[src/rtl/uart_pkg.sv]
// Shared types and register addresses for the UART transmit path.
package uart_pkg;

  typedef enum logic [1:0] {
    TXF_IDLE,
    TXF_WAIT_BUSY,
    TXF_WAIT_DONE
  } txf_state_t;

  localparam logic [31:0] UART_TXD_ADDR = 32'h4000_0018;
  localparam logic [31:0] UART_CON_ADDR = 32'h4000_0020;

endpackage

[src/rtl/uart_txf_mem.sv]
// Transmit FIFO storage: DEPTH x 8 register array.
// One synchronous write port and one asynchronous read port.
module uart_txf_mem #(
  parameter int DEPTH  = 16,
  parameter int ADDR_W = 4
) (
  input  logic              clk_i,
  input  logic              we_i,
  input  logic [ADDR_W-1:0] waddr_i,
  input  logic [7:0]        wdata_i,
  input  logic [ADDR_W-1:0] raddr_i,
  output logic [7:0]        rdata_o
);

  logic [DEPTH-1:0][7:0] mem_q;

  always_ff @(posedge clk_i) begin
    if (we_i) mem_q[waddr_i] <= wdata_i;
  end

  assign rdata_o = mem_q[raddr_i];

endmodule

[src/rtl/uart_tx_fifo.sv]
// CPU-to-UART transmit byte FIFO feeding the sender through its txen/txstatus handshake.
// Define UART_TXF_IRQ_EN to add the low-water irq output.
module uart_tx_fifo
  import uart_pkg::*;
#(
  parameter int DEPTH     = 16,
  parameter int ADDR_W    = 4,
  parameter int LOW_WATER = 4
) (
  input  logic            CLK,
  input  logic            Reset,
  input  logic            wr_en,
  input  logic [7:0]      wr_data,
  output logic            full,
  output logic            empty,
  output logic [ADDR_W:0] count,
  output logic            overflow,
  input  logic            clr_overflow,
  output logic [7:0]      tx_data,
  output logic            tx_en,
  input  logic            tx_status,
  output logic            busy
`ifdef UART_TXF_IRQ_EN
  ,
  output logic            irq
`endif
);

  localparam logic [ADDR_W:0] FULL_CNT = (ADDR_W+1)'(DEPTH);

  if (DEPTH != (1 << ADDR_W)) begin : g_bad_depth
    $error("uart_tx_fifo: DEPTH must equal 2**ADDR_W");
  end
  if (LOW_WATER < 1 || LOW_WATER > DEPTH) begin : g_bad_lw
    $error("uart_tx_fifo: LOW_WATER out of range");
  end

  txf_state_t        state_q, state_d;
  logic [ADDR_W-1:0] rd_ptr_q, wr_ptr_q;
  logic [ADDR_W:0]   count_q, count_d;
  logic [7:0]        tx_data_q, tx_data_d, head;
  logic              tx_en_q, tx_en_d;
  logic              ovf_q, ovf_d;
  logic              pop, push, drop;

  uart_txf_mem #(.DEPTH(DEPTH), .ADDR_W(ADDR_W)) u_mem (
    .clk_i   (CLK),
    .we_i    (push),
    .waddr_i (wr_ptr_q),
    .wdata_i (wr_data),
    .raddr_i (rd_ptr_q),
    .rdata_o (head)
  );

  assign empty = (count_q == '0);
  assign full  = (count_q == FULL_CNT);
  assign busy  = (state_q != TXF_IDLE);

  always_comb begin
    state_d = state_q;
    pop     = 1'b0;
    case (state_q)
      TXF_IDLE: begin
        if (!empty && tx_status) begin
          pop     = 1'b1;
          state_d = TXF_WAIT_BUSY;
        end
      end
      TXF_WAIT_BUSY: if (!tx_status) state_d = TXF_WAIT_DONE;
      TXF_WAIT_DONE: if (tx_status)  state_d = TXF_IDLE;
      default:       state_d = TXF_IDLE;
    endcase
  end

  // A pop frees a slot on the same edge, so a full FIFO still accepts then.
  always_comb begin
    push      = wr_en && (!full || pop);
    drop      = wr_en && full && !pop;
    tx_en_d   = pop;
    tx_data_d = pop ? head : tx_data_q;
    ovf_d     = drop | (ovf_q & ~clr_overflow);
    count_d   = count_q;
    case ({push, pop})
      2'b10:   count_d = count_q + 1'b1;
      2'b01:   count_d = count_q - 1'b1;
      default: count_d = count_q;
    endcase
  end

  always_ff @(posedge CLK or posedge Reset) begin
    if (Reset) begin
      state_q   <= TXF_IDLE;
      rd_ptr_q  <= '0;
      wr_ptr_q  <= '0;
      count_q   <= '0;
      tx_data_q <= 8'h00;
      tx_en_q   <= 1'b0;
      ovf_q     <= 1'b0;
    end else begin
      state_q   <= state_d;
      count_q   <= count_d;
      tx_data_q <= tx_data_d;
      tx_en_q   <= tx_en_d;
      ovf_q     <= ovf_d;
      if (pop)  rd_ptr_q <= rd_ptr_q + 1'b1;
      if (push) wr_ptr_q <= wr_ptr_q + 1'b1;
    end
  end

  assign count    = count_q;
  assign tx_data  = tx_data_q;
  assign tx_en    = tx_en_q;
  assign overflow = ovf_q;

`ifdef UART_TXF_IRQ_EN
  localparam logic [ADDR_W:0] LW_CNT = (ADDR_W+1)'(LOW_WATER);

  logic irq_q, irq_d;

  // Raise only when draining through the threshold; refilling to it clears.
  always_comb begin
    irq_d = irq_q;
    if (pop && !push && count_q == LW_CNT)
      irq_d = 1'b1;
    else if (push && !pop && count_d >= LW_CNT)
      irq_d = 1'b0;
  end

  always_ff @(posedge CLK or posedge Reset) begin
    if (Reset) irq_q <= 1'b0;
    else       irq_q <= irq_d;
  end

  assign irq = irq_q;
`endif

endmodule

[config.mk]
export PLATFORM = sky130hd
export DESIGN_NAME = uart_tx_fifo
export DESIGN_NICKNAME = d
export VERILOG_FILES = /design/src/rtl/uart_pkg.sv /design/src/rtl/uart_txf_mem.sv /design/src/rtl/uart_tx_fifo.sv
export SDC_FILE = /design/constraint.sdc
export NUM_CORES = 1
export LEC_CHECK = 0
export CORE_MARGIN = 3
export CORE_UTILIZATION = 54
export DETAILED_ROUTE_END_ITERATION = 6
export PLACE_DENSITY_LB_ADDON = 0.15
export SLEW_MARGIN = 10
export SYNTH_ARGS = -nofsm -noshare
export SYNTH_HDL_FRONTEND = slang
export SYNTH_HIERARCHICAL = 1
export SYNTH_SLANG_ARGS = --single-unit
[constraint.sdc]
create_clock -name CLK -period 2.6 [get_ports CLK]
set_input_delay 0.65 -clock CLK [delete_from_list [all_inputs] [get_ports CLK]]
set_output_delay 0.65 -clock CLK [all_outputs]
set_load 0.02 [all_outputs]
==> results of run 1 <==
-- repair_timing --
item                       in CTS  in global routing
pin swaps                       3                  6
buffers inserted                1                  1
resized for setup               7                  7
setup endpoints to repair       3                  4
hold buffers                    0                  0
cloned                          0                  0
-- layer usage --
metal	vias up	wire [um]	share of wire [%]	global-route usage, %
met5	-	0	0	0
met4	0	155	1.3	6.65
met3	14	581	4.8	4.67
met2	102	6060	50	32.4
met1	1745	5360	44	28.0
li1	1530	-	-	-
-- synthesized netlist by cell type (all sizes together) --
cell / count
buf: 11
ha: 4
o21ai: 2
dfrtp: 25
mux4: 32
or2: 2
and2: 1
nand3: 3
or3b: 1
nor2b: 2
nand2: 42
and2b: 1
o31ai: 1
clkdlybuf4s25: 3
a21o: 1
mux2i: 1
a32o: 1
nor4: 3
nand2b: 3
xor2: 3
a211oi: 1
o311ai: 1
o211a: 1
inv: 6
nor3b: 2
a21oi: 3
or4b: 1
or3: 2
or4: 1
a2111oi: 1
nor3: 11
a31oi: 3
nand4: 2
o22ai: 1
nor4b: 1
a221oi: 1
mux2: 2
a22oi: 16
clkbuf: 3
xnor2: 7
edfxtp: 128
nor2: 12
-- registers in the layout, indices dropped and copies added, names as in the netlist --
signal,cells
wr_ptr_q,4
u_mem/mem_q,128
tx_data,8
count,5
tx_en,1
rd_ptr_q,4
state_q,2
overflow,1
-- logic make-up after synthesis --
group / synth area share, %
adders and majority gates: 0.797
AOI/OAI and AO/OA: 4.26
and+or+nand+nor: 6.81
buffers and inverters: 2.49
muxes: 13.1
xor gates and xnor gates: 1.39
DFF: 71.2
-- metrics by stage --
step	hold slack, ns	TNS (ns)	total power [mW]	instance area, um^2	setup slack, ns
CTS	0.483	0	8.38	7580	0.00541
floorplan	0.444	-4.69	5.04	6320	-0.166
detailed placement	0.468	-26.13	5.91	6970	-0.497
global placement	0.462	-24.92	5.86	6970	-0.417
finish	0.480	0	8.34	7600	0.0598
global route	0.508	-0.110	8.74	7600	-0.110
-- tightest hold or removal path, cell delays in order, from the launching register on --
cell	delay (ns)
dfrtp_1	0.34
nand2_1	0.06
nand2_1	0.05
-- where the power goes --
| group | switching, mW | total (mW) | internal [mW] |
|---|---|---|---|
| Clock | 0.915 | 2.42 | 1.50 |
| Combinational | 1.38 | 2.61 | 1.23 |
| Sequential | 0.269 | 3.31 | 3.04 |
-- final cells by class --
class	count	area [um^2]	share of cell area (%)
well taps	140	175	2.30
flip-flops and latches	153	4470	58.8
clock buffers	20	437	5.74
repair buffers	70	622	8.18
inverters	6	22.5	0.296
clock inverters	12	151	1.99
multi-input cells	172	1720	22.6
-- final timing paths --
kind	start	to
worst min-delay path	tx_data[0]	tx_data[0]
min in group asynchronous	Reset	count[3]
worst max register to register	state_q[1]	count[4]
max in group asynchronous	Reset	state_q[0]
worst max-delay path	tx_status	count[4]
worst min register to register	tx_data[0]	tx_data[0]
-- cell usage in the layout (no fill, tap or decap), drive strengths merged, types with 4 or more instances in the layout --
cell	Yosys	final
a22oi	16	16
buf	11	40
clkbuf	3	21
clkdlybuf4s50	0	26
clkinv	0	5
clkinvlp	0	4
dfrtp	25	25
edfxtp	128	128
ha	4	4
inv	6	6
mux4	32	32
nand2	42	42
nor2	12	12
nor3	11	11
xnor2	7	7
==> summary.md, run 1 <==
| Metric | Value |
|---|---|
| Status | `completed` |
| Rows | `38` |
| Worst path required time | `approximately 2.9 ns` |
| WHS Path Cells | `2` |
| Critical Path Slowest Stage Cell | `or4b_4` |
| Hold Path Class | `reg2reg` |
| DR DRC count | `0` |
| Least-Margin Pin Slew | `~0.7 ns` |
| Mapped Area | `between 6000 and 7000 um^2` |
| Final Wtd Congestion | `roughly 0.87` |
| Register-to-register setup slack | `0.06 ns` |
| CTS sink count | `roughly 150` |
| Register clock-pin slew on the reported worst setup and hold paths | `around 0.06 ns` |
| Fillcell total | `~750` |
| Ant. Diodes | `0` |
| Post-route ant nets | `0` |
| Layout cell share with drive strength beyond 1 | `25.4%` |
| Worst Path Max Fanout | `6` |
| Port buffer count | `30` |
| RSZ-0062 raised after global routing | `true` |
| Largest net degree at the start of global routing | `36` |
| Crit path launch type | `input port` |
| Starting Density | `roughly 57%` |
| Final min period | `2.54 ns` |
| Final cell count without fillers | `about 570` |
| Die width | `around 110 um` |
| Global-route wire length before repair | `around 19 mm` |
| TritonCTS buffer count | `17` |
| Antenna violations before repair | `0` |
| Setup Viol. Count Final | `0` |
| Syn_area_per_cell | `around 18 um^2` |
| Worst Path Buf+Inv | `1` |
| GRT overflow | `0` |
| Synth top area share | `between 60% and 70%` |
| DR pass1 iterations | `4` |
| Max-cap violation count | `0` |
| CTS Root Cell | `clkbuf_16` |
| Fmax achieved | `394 MHz` |
| Global Route Usage Sum | `20.2%` |
| Die Area | `roughly 13000 um^2` |
| Vias in the first global route | `3464` |
| Nets | `around 440` |
| Boundary Pins | `31` |
| Synthesized flop and latch total | `153` |
| Rel. slew slack | `51.8%` |
| Drt total wl | `between 10 and 15 mm` |
| Final Hold Vio Count | `0` |
| Max-slew violations | `0` |
| Worst EP arrival | `2.84 ns` |
| VDD IR max | `0.997 mV` |
| Worst path cell trace | `dlygate4sd2_1 -> or4b_4 -> a21oi_4 -> xor2_1 -> ha_2 -> o31ai_4 -> a221oi_4 -> nor3_2 -> o311ai_1` |
| Top cells by area, synth | `edfxtp_1 (61%), dfrtp_1 (10%), mux4_2 (6.5%)` |
| Crit end category | `register` |
| Core Util, Final | `roughly two thirds` |
| Die height | `approximately 110 um` |
| Dpl cells | `539` |
| Core area | `roughly 11000 um^2` |
| Via/cell ratio | `between 5 and 6` |
| R2R depth | `8` |
| Worst-Skew Late Latency | `0.41 ns` |
| Register area share after synthesis | `between 70% and 80%` |
| Area growth, synth to finish | `21.0%` |
| Yosys warnings | `6` |
| CP peak stage delay | `just over 0.5 ns` |
| Post-Syn Nets | `between 300 and 400` |
| Vias | `roughly 3400` |
| Crit Path Class | `in2reg` |
| Count of cell types in the netlist | `50` |
| WL/cell | `between 20 and 25 um` |
| Pwr dens | `between 1000 and 1500 nW/um^2` |
| Post-synth top area cell | `edfxtp_1` |
| HPWL Detailed | `roughly 7.5 mm` |
| CTS Buffer Depth | `2` |
| Leakage Power | `between 2 and 3 nW` |
| Setup Skew | `approximately 0.0050 ns` |
| Critical path depth in cells | `9` |
| H-tree Lvls | `4` |
| CTS tree | `built` |
| DRT iter0 DRCs | `between 300 and 400` |
| Crit share post-route | `between 90% and 100%` |
| Post-Syn Instances | `348` |
| Family with the most delay on the worst path | `compound AO/OA/AOI/OAI gates` |
(Power assumes the default switching activity.)
==> run 2: changes to the inputs <==
--- a/config.mk
+++ b/config.mk
@@ -8,3 +8,3 @@
 export CORE_MARGIN = 3
-export CORE_UTILIZATION = 54
+export CORE_UTILIZATION = 40
 export DETAILED_ROUTE_END_ITERATION = 6
==> constraint.sdc (replaced) <==
create_clock -name CLK -period 2.6 [get_ports CLK]
set_input_delay 0.78 -clock CLK [delete_from_list [all_inputs] [get_ports CLK]]
set_output_delay 0.78 -clock CLK [all_outputs]
set_load 0.02 [all_outputs]
==> summary.md, run 2 (same netlist as run 1, synthesis figures left out) <==
| Metric | Value |
|---|---|
| Antenna violations before repair | `0 (unchanged)` |
| Setup WS post-layout | `0.0663 ns (+0.00657 ns)` |
| Worst EP arrival | `2.84 ns (about the same)` |
| GRT overflow | `0 (unchanged)` |
| Crit path launch type | `input port` |
| Max-slew violations | `0 (unchanged)` |
| VDD IR max | `0.625 mV (-37%)` |
| Busiest grt layer | `met2` |
| Setup Skew | `0.00760 ns (+0.00260 ns)` |
| Global Route Usage Sum | `15.3% (-4.9 points)` |
| Die width | `131 um (+15%)` |
| Port buffer count | `30 (unchanged)` |
| CTS tree | `built` |
| WL/cell | `19.3 um (-9.1%)` |
| Total power | `8.42 mW (+1.0%)` |
| TritonCTS buffer count | `17 (unchanged)` |
| CTS Buffer Depth | `2 (unchanged)` |
| Via/cell ratio | `5.16 (-13%)` |
| Internal power | `5.81 mW (+0.63%)` |
| Post-route ant nets | `0 (unchanged)` |
| DR DRC count | `0 (unchanged)` |
| CTS Root Cell | `clkbuf_16` |
| Status | `completed` |
| Psw | `2.61 mW (+1.8%)` |
| Hold_buf cts | `0 (unchanged)` |
| Crit share post-route | `97.4% (-0.25 points)` |
| Global-route wire length before repair | `20.0 mm (+4.0%)` |
| Vias in the first global route | `3441 (-0.66%)` |
| Core area | `15300 um^2 (+38%)` |
| Core Util, Final | `51.3% (-17 points)` |
| Pwr dens | `1080 nW/um^2 (-1.8%)` |
| Final Wtd Congestion | `0.777 (-11%)` |
| DRT iter0 DRCs | `175 (-44%)` |
| CTS sink count | `153 (unchanged)` |
| H-tree Lvls | `4 (unchanged)` |
| Worst path required time | `2.90 ns (about the same)` |
| Rel. slew slack | `46.3% (-5.5 points)` |
| Sw Ratio | `31.0% (+0.25 points)` |
| Leakage Power | `2.77 nW (+1.7%)` |
| DR pass1 iterations | `4 (unchanged)` |
| Crit end category | `register` |
| Max-cap violation count | `0 (unchanged)` |
| Worst Path Max Fanout | `4 (-2)` |
| Boundary Pins | `31 (unchanged)` |
| Grt met1 use | `21.8% (-6.2 points)` |
| Power share of the sequential group | `39.2% (-0.5 points)` |
| Starting Density | `41.2% (-16 points)` |
| DP Area | `7210 um^2 (+3.4%)` |
| Most frequent cells in the layout | `edfxtp_1 (128), nand2_1 (42), buf_4 (39)` |
| Power share of the combinational group | `32.7% (+1.4 points)` |
| Fin area | `7820 um^2 (+2.9%)` |
| Worst-Skew Late Latency | `0.41 ns (about the same)` |
| Setup Viol. Count Final | `0 (unchanged)` |
| HPWL Detailed | `8.06 mm (+7.2%)` |
| Met2 usage | `23.7% (-8.6 points)` |
| Fmax achieved | `395 MHz (+0.26%)` |
| Commonest non-fill, non-tap cell in the layout | `edfxtp_1` |
| Area growth, synth to finish | `24.5%` |
| GRT met3 Usage | `3.41% (-1.3 points)` |
| Largest Register | `u_mem/mem_q` |
| Hold Path Class | `reg2reg` |
| Clock share of power | `28.2% (-0.8 points)` |
| Final min period | `2.53 ns (-0.00657 ns)` |
| Crit Path Class | `in2reg` |
| Post-Place Setup Slack | `-0.593 ns (-0.0962 ns)` |
| Ant. Diodes | `0 (unchanged)` |
| Drt total wl | `12.5 mm (+3.0%)` |
| Layout cell share with drive strength beyond 1 | `27.4% (+2.0 points)` |
| Die Area | `17200 um^2 (+33%)` |
| Nets | `442 (+1.1%)` |
| Least-Margin Pin Slew | `0.803 ns (+0.0814 ns)` |
| Largest net degree at the start of global routing | `36 (unchanged)` |
| Die height | `131 um (+15%)` |
| Rows | `45 (+18%)` |
| Number of flip-flops in the largest register | `128 (unchanged)` |
| Register clock-pin slew on the reported worst setup and hold paths | `0.06 ns (about the same)` |
| Vias | `3349 (-1.2%)` |
| Final Hold Vio Count | `0 (unchanged)` |
-- run 2: per-layer routing --
metal / wire length [um] / part of all wire (%)
met2: 6000 / 48
met1: 5770 / 46
met5: 0 / 0
met4: 96 / 0.77
met3: 661 / 5.3
-- run 2: per-stage QoR --
stage	hold WS, ns	setup TNS (ns)	cells
floorplan	0.444	-0.157	348
global placement	0.461	-44.26	615
detailed placement	0.465	-43.15	615
CTS	0.479	-0.00124	648
global route	0.518	-0.00637	649
finish	0.473	0	649
-- run 2: final timing paths --
kind	from	slack (ns)	to	depth (start not counted)
setup / recovery	tx_status	0.07	count[4]	11
hold / removal	tx_data[4]	0.47	tx_data[4]	2
setup reg to reg	count[0]	0.12	count[4]	12
hold reg to reg	tx_data[4]	0.47	tx_data[4]	2
max in group asynchronous	Reset	1.59	rd_ptr_q[0]	3
min in group asynchronous	Reset	0.74	tx_data[0]	3
-- run 2: power by group through the flow --
| stage | Combinational [mW] | Sequential (mW) | Clock (mW) |
|---|---|---|---|
| floorplan | 1.68 | 3.42 | 0 |
| global placement | 2.72 | 3.33 | 0 |
| detailed placement | 2.75 | 3.35 | 0 |
| CTS | 2.78 | 3.30 | 2.42 |
| global route | 2.99 | 3.35 | 2.53 |
| finish | 2.75 | 3.30 | 2.37 |
-- run 2: critical path, cell delays in order --
cell and delay [ns]:
clkdlybuf4s15_1 0.20, or4b_4 0.51, a21oi_4 0.15, buf_4 0.12, buf_4 0.09, buf_4 0.11, ha_1 0.23, inv_1 0.10
a221oi_4 0.06, o211a_1 0.23, o311ai_1 0.26
-- run 2: layout make-up --
type / instances / area (um^2)
multi-input combinational: 172 / 1790
sequential: 153 / 4470
clock buffer: 21 / 440
tap: 211 / 264
timing repair buffer: 75 / 707
fill: 1259 / 7440
inverter: 6 / 22.5
clock inverter: 11 / 129
-- run 2: what timing repair did --
item                       in CTS  in global routing
setup endpoints to repair      27                  4
buffers inserted                1                  1
resized for setup              11                  7
cloned                          0                  0
pin swaps                       6                  6
==> run 3: changes to the inputs <==
ABC_CLOCK_PERIOD_IN_PS = 2600   (was unset)
==> results of run 3 <==
The final DEF is identical to that of run 2; final timing and power are the same.
